[config.mk]
export PLATFORM = sky130hd
export DESIGN_NAME = ercm_mul_arbiter
export DESIGN_NICKNAME = d
export VERILOG_FILES = /design/src/rtl/ercm_mul_arbiter.sv
export SDC_FILE = /design/constraint.sdc
export NUM_CORES = 1
export LEC_CHECK = 0
export ABC_CLOCK_PERIOD_IN_PS = 3600
export CAP_MARGIN = 20
export CORE_UTILIZATION = 45
export DETAILED_ROUTE_END_ITERATION = 8
export PLACE_DENSITY = 0.94
export SYNTH_ARGS = -nofsm -noshare
export SYNTH_HDL_FRONTEND = slang
export SYNTH_SLANG_ARGS = --single-unit
[constraint.sdc]
create_clock -name clk -period 3.6 [get_ports clk]
set_input_delay 1.08 -clock clk [delete_from_list [all_inputs] [get_ports clk]]
set_output_delay 1.08 -clock clk [all_outputs]
set_load 0.1 [all_outputs]
[src/rtl/ercm_mul_arbiter.sv]
// Two-requester round-robin front end for a shared approximate 8x8 multiplier.
// Operands and a per-requester mask are held for WAIT_CYC cycles, then the product is returned.
module ercm_mul_arbiter #(
  parameter int IN_W     = 8,
  parameter int MASK_W   = 7,
  parameter int WAIT_CYC = 4
) (
  input  logic                clk,
  input  logic                rst,
  input  logic                req0_valid,
  input  logic [IN_W-1:0]     req0_a,
  input  logic [IN_W-1:0]     req0_b,
  output logic                req0_ready,
  input  logic                req1_valid,
  input  logic [IN_W-1:0]     req1_a,
  input  logic [IN_W-1:0]     req1_b,
  output logic                req1_ready,
  output logic                rsp0_valid,
  output logic                rsp1_valid,
  output logic [2*IN_W-1:0]   rsp_p,
  input  logic                cfg_we,
  input  logic                cfg_sel,
  input  logic [MASK_W-1:0]   cfg_mask,
  output logic [IN_W-1:0]     mul_a,
  output logic [IN_W-1:0]     mul_b,
  output logic [MASK_W-1:0]   mul_mask,
  input  logic [2*IN_W-1:0]   mul_p,
  output logic                busy
);

  localparam int CNT_W = 4;
  localparam logic [CNT_W-1:0] CNT_LOAD = CNT_W'(WAIT_CYC - 1);

  typedef enum logic {
    IDLE = 1'b0,
    WAIT = 1'b1
  } state_t;

  state_t              state_q, state_d;
  logic [MASK_W-1:0]   mask0_q, mask0_d;
  logic [MASK_W-1:0]   mask1_q, mask1_d;
  logic [IN_W-1:0]     mul_a_q, mul_a_d;
  logic [IN_W-1:0]     mul_b_q, mul_b_d;
  logic [MASK_W-1:0]   mul_mask_q, mul_mask_d;
  logic [2*IN_W-1:0]   rsp_p_q, rsp_p_d;
  logic                rsp0_valid_q, rsp0_valid_d;
  logic                rsp1_valid_q, rsp1_valid_d;
  logic [CNT_W-1:0]    cnt_q, cnt_d;
  logic                last_grant_q, last_grant_d;
  logic                id_q, id_d;

  logic                grant_valid;
  logic                grant_id;
  logic                can_accept;

  // On a tie the requester that did not win last time is served.
  always_comb begin
    grant_id = 1'b0;
    if (req0_valid && req1_valid) begin
      grant_id = ~last_grant_q;
    end else if (req1_valid) begin
      grant_id = 1'b1;
    end
  end

  assign grant_valid = req0_valid | req1_valid;
  assign can_accept  = !rst && (state_q == IDLE);
  assign req0_ready  = can_accept && grant_valid && !grant_id;
  assign req1_ready  = can_accept && grant_valid && grant_id;

  // Mask writes land at the edge; an accept in the same cycle still sees the old value.
  always_comb begin
    mask0_d = mask0_q;
    mask1_d = mask1_q;
    if (cfg_we && !cfg_sel) mask0_d = cfg_mask;
    if (cfg_we && cfg_sel)  mask1_d = cfg_mask;
  end

  always_comb begin
    state_d      = state_q;
    mul_a_d      = mul_a_q;
    mul_b_d      = mul_b_q;
    mul_mask_d   = mul_mask_q;
    rsp_p_d      = rsp_p_q;
    rsp0_valid_d = 1'b0;
    rsp1_valid_d = 1'b0;
    cnt_d        = cnt_q;
    last_grant_d = last_grant_q;
    id_d         = id_q;
    case (state_q)
      IDLE: begin
        if (grant_valid) begin
          mul_a_d      = grant_id ? req1_a : req0_a;
          mul_b_d      = grant_id ? req1_b : req0_b;
          mul_mask_d   = grant_id ? mask1_q : mask0_q;
          cnt_d        = CNT_LOAD;
          last_grant_d = grant_id;
          id_d         = grant_id;
          state_d      = WAIT;
        end
      end
      WAIT: begin
        if (cnt_q == '0) begin
          rsp_p_d      = mul_p;
          rsp0_valid_d = !id_q;
          rsp1_valid_d = id_q;
          state_d      = IDLE;
        end else begin
          cnt_d = cnt_q - CNT_W'(1);
        end
      end
      default: state_d = IDLE;
    endcase
  end

  always_ff @(posedge clk) begin
    if (rst) begin
      state_q      <= IDLE;
      mask0_q      <= '0;
      mask1_q      <= '0;
      mul_a_q      <= '0;
      mul_b_q      <= '0;
      mul_mask_q   <= '0;
      rsp_p_q      <= '0;
      rsp0_valid_q <= 1'b0;
      rsp1_valid_q <= 1'b0;
      cnt_q        <= '0;
      last_grant_q <= 1'b1;
      id_q         <= 1'b0;
    end else begin
      state_q      <= state_d;
      mask0_q      <= mask0_d;
      mask1_q      <= mask1_d;
      mul_a_q      <= mul_a_d;
      mul_b_q      <= mul_b_d;
      mul_mask_q   <= mul_mask_d;
      rsp_p_q      <= rsp_p_d;
      rsp0_valid_q <= rsp0_valid_d;
      rsp1_valid_q <= rsp1_valid_d;
      cnt_q        <= cnt_d;
      last_grant_q <= last_grant_d;
      id_q         <= id_d;
    end
  end

  assign mul_a      = mul_a_q;
  assign mul_b      = mul_b_q;
  assign mul_mask   = mul_mask_q;
  assign rsp_p      = rsp_p_q;
  assign rsp0_valid = rsp0_valid_q;
  assign rsp1_valid = rsp1_valid_q;
  assign busy       = (state_q == WAIT);

endmodule

; ---- Word level (Yosys, flattened, before mapping)
; Index checks and enable logic that the tools add are counted.
; Widths: inputs -> output; s select.
[op_classes]
addsub = 1
n_mul = 0
div_mod_pow = 0
magnitude_cmp = 0
eq_ne = 2
shift = 0
mux = 11
n_bitwise = 4
reduce_logical = 16
[ops]
columns = op, n
row1 = $mux 8, 2
row2 = $mux 4, 2
row3 = $pmux 4 s2, 1
row4 = $logic_and 1x1->1, 7
row5 = $mux 7, 1
row6 = $reduce_and 2->1, 3
row7 = $logic_not 1->1, 4
row8 = $logic_not 4->1, 1
row9 = $mux 1, 4
row10 = $ne 2x2->1 const B, 2
row11 = $sub 4x1->4 const B, 1
row12 = $not 1->1, 3
row13 = $reduce_or 3->1, 1
row14 = $pmux 1 s2, 1
row15 = $or 1x1->1, 1
[word_totals]
ff_bits = 62
latchBits = 0
mem_bits_rw = 0
romBits = 0
input_bits = 61
output_inout_bits = 44
mem_count = 0

; ---- Longest topological paths before layout
[logic_depth]
word_depth = 4
ltp_mapped = 7

; ---- Least setup slack after synthesis
; Ideal clock, no wire load.
[synth_path]
kind = input -> output
from = input req1_valid
to = output req1_ready
arrival_time_ns = 3.544
required_time_ns = 2.520
slack_ns = -1.024
path_stages = 3
n_path_buf = 1
cell_sequence = a21bo_2 -> clkbuf_1 -> nor3_1
[synth_via]
elab_chain_cells = 3
[synth_lines]
columns = element, line
row1 = start: declaration, 14  ; input logic req1_valid,
row2 = "$mux 1, or another cell as far along", 61  ; end else if (req1_valid) begin
row3 = $mux 1 / $logic_and 1x1->1 (equally long branches), "59, 69"
row4 = $logic_and 1x1->1 (*), 69  ; assign req1_ready = can_accept && grant_valid && grant_id;
row5 = end: declaration, 17  ; output logic req1_ready,
; Every way passes the cells marked *; elsewhere a longest branch is shown, timed or not.

; ---- Worst setup path in the final report
; Same ends and word-level chain as after synthesis.

==> flow_summary.toml <==
[floorplan]
die_y_um = 74.88
design.portCount = 105
rows = 26
fp.coreArea_um2 = 5107
dieArea_um2 = 5606
start_util_pct = 46.79
die_w_um = 74.88

[setup_path]
critPathCaptureType = "primary output"
startpoint_type = "input port"
crit_arrival_ns = 2.30
critPathRequiredTime_ns = 2.52
criticalPathCategory = "in2out"
crit_fanout = 6

[power]
p_per_area_nw_per_um2 = 523.3
leakagePower_nw = 1.525
ir_drop_mv = 0.2628

[logic_synthesis]
ys_seq_area_share_pct = 51.94
synthesis.instances = 266
synth_cell_types = 31
yosys_warnings = 0
synth_area_um2 = 2390
synth_seq_cells = 62
synth_nets = 328
syn_area_per_cell_um2 = 8.984

[final_layout]
syn2layout_area_growth_pct = 49.16
drive_above_1_share_pct = 19.41
layout_commonest_cell = "dfxtp_1"
final_cell_mix = "62 x dfxtp_1, 59 x clkdlybuf4s50_1, 50 x buf_4"
fin_nets = 430
diodes = 0

[timing]
setup_slack_ns = 0.2232
grt_setup_unrepaired = "false"
worst_pin_slew_ns = 1.068
period_share_pct = 93.80
slew_viol_final = 0
max_freq_mhz = 296.1
finalCriticalPeriod_ns = 3.377
setup_tns_ns = 0
setup-violations-final = 0
maxSlewHeadroom_pct = 28.55
skew_ns = 0.006478
hold_viol = 0

[drt]
wl_per_cell_um = 14.55
highest-signal-layer = "met4"
wl_met1_um = 2616
drt_pass1_iterations = 4
wirelength_um = 6418
route.met2.wl_um = 3087
drt_iter0_markers = 52
vias = 2334
viasPerCell = 5.293
final_antenna_net_count = 0
drcViolationCount = 0
wl_met3_um = 646

[grt]
grt_pass1_vias = 2203
grt_pass1_wl_um = 9970
grt_max_degree = 35
grt.total_usage_pct = 24.08
grt_antenna_before_repair = 0
grt.overflow.total = 0

[clocking]
cts_tree = "done"
htreeDepth = 3
clock_latency_ns = 0.33
clk_pin_slew_ns = 0.06
cts.sinks = 62
cts_made_buffers = 9
root_buffer = "clkbuf_8"
cts_buffer_depth = 2
cts_hold_buf = 0
cts_setup_buffers = 0
cts_resized = 0

[place]
dp_hpwl_um = 4472
io_buffer_count = 104
gp_congestion = 0.7840
place_ws_ns = 0.2332

[status]
status = "finished clean"

[flow_run]
drv_cap = 0

[min_path]
hp-class = "reg2reg"
[sequential cells by signal, summed over array words and instances, names as in the netlist]
name	cells
id_q	1
mul_b	8
cnt_q	4
mul_a	8
mask0_q	7
busy	1
rsp0_valid	1
rsp_p	16
last_grant_q	1
rsp1_valid	1
mul_mask	7
mask1_q	7
[through the flow]
step | hold slack [ns] | power [mW] | area, um^2 | instances | util (%)
floorplan | 0.4172 | 1.205 | 2401 | 266 | -
global placement | 0.4412 | 1.369 | 3410 | 427 | 66.76
detailed placement | 0.4440 | 1.379 | 3410 | 427 | 66.76
CTS | 0.4527 | 1.880 | 3565 | 441 | 69.79
global route | 0.4748 | 1.946 | 3565 | 441 | 69.79
finish | 0.4551 | 1.866 | 3565 | 441 | 69.79
[power by group]
part | internal [mW] | switching (mW) | leakage [nW] | total, mW
logic | 0.177 | 0.414 | 0.934 | 0.591
registers | 0.739 | 0.0369 | 0.508 | 0.776
clock network | 0.259 | 0.240 | 0.0821 | 0.498
[cells in the mapped netlist]
| cell type | n | area [um^2] |
|---|---|---|
| dfxtp_1 | 62 | 1241 |
| nand2_1 | 49 | 183.9 |
| a21oi_1 | 35 | 175.2 |
| nor2_1 | 19 | 71.32 |
| a221o_1 | 16 | 160.2 |
| and3_1 | 16 | 100.1 |
| clkbuf_1 | 12 | 45.04 |
| a211oi_1 | 9 | 67.56 |
| nand3_1 | 9 | 45.04 |
| buf_2 | 7 | 35.03 |
| mux2i_1 | 7 | 70.07 |
| inv_1 | 3 | 11.26 |
| nand2b_1 | 3 | 18.77 |
| nor3_1 | 2 | 10.01 |
| a211o_1 | 1 | 8.760 |
| a21bo_2 | 1 | 10.01 |
| a21boi_2 | 1 | 11.26 |
| a21o_1 | 1 | 7.510 |
| a311oi_1 | 1 | 8.760 |
| a31o_2 | 1 | 8.760 |
| buf_6 | 1 | 11.26 |
| clkbuf_2 | 1 | 5.000 |
| ha_1 | 1 | 12.51 |
| nand4_1 | 1 | 6.260 |
| nand4bb_1 | 1 | 11.26 |
| nor3b_1 | 1 | 7.510 |
| nor4bb_1 | 1 | 10.01 |
| o21ba_2 | 1 | 10.01 |
| o21bai_1 | 1 | 7.510 |
| or3b_2 | 1 | 8.760 |
| or4b_1 | 1 | 10.01 |
[area by class of cell]
class                           instances  area [um^2]
Multi-Input combinational cell        180         1059
Sequential cell                        62         1241
Tap cell                               70        87.58
Clock inverter                          2        10.01
Fill cell                             383         1543
Clock buffer                           12        145.1
Timing Repair Buffer                  112         1011
Inverter                                3        11.26
[cells by family after synthesis]
| kind of cell | synth area share (%) |
|---|---|
| AND/OR/NAND/NOR | 20.21 |
| AO/OA/AOI/OAI | 19.90 |
| flip-flops | 51.94 |
| buffers and inverters | 4.502 |
| multiplexers | 2.932 |
| adder cells (fa/ha/maj) | 0.5235 |
[critical path, cell delays in order]
cell and delay, ns:
clkdlybuf4s50_1 0.56, a21bo_2 0.27, nor3_4 0.17, buf_12 0.21
[path summary, 6_finish.rpt]
check / from / endpoint / slack [ns] / cells past startpoint
worst max-delay path: req1_valid / req1_ready / 0.22 / 4
worst min-delay path: mask1_q[1]$_SDFFE_PP0P_ / mask1_q[1]$_SDFFE_PP0P_ / 0.46 / 2
worst max register to register: busy$_SDFF_PP0_ / mul_b[4]$_SDFFE_PP0P_ / 1.44 / 3
worst min register to register: mask1_q[1]$_SDFFE_PP0P_ / mask1_q[1]$_SDFFE_PP0P_ / 0.46 / 2
[routing by layer]
layer,global-route usage (%),vias to the layer above
li1,-,1141
met3,10.17,8
met2,41.74,96
met1,25.86,1089
met4,9.853,0
met5,0,-
No activity file was read; power rests on OpenSTA's default activity.
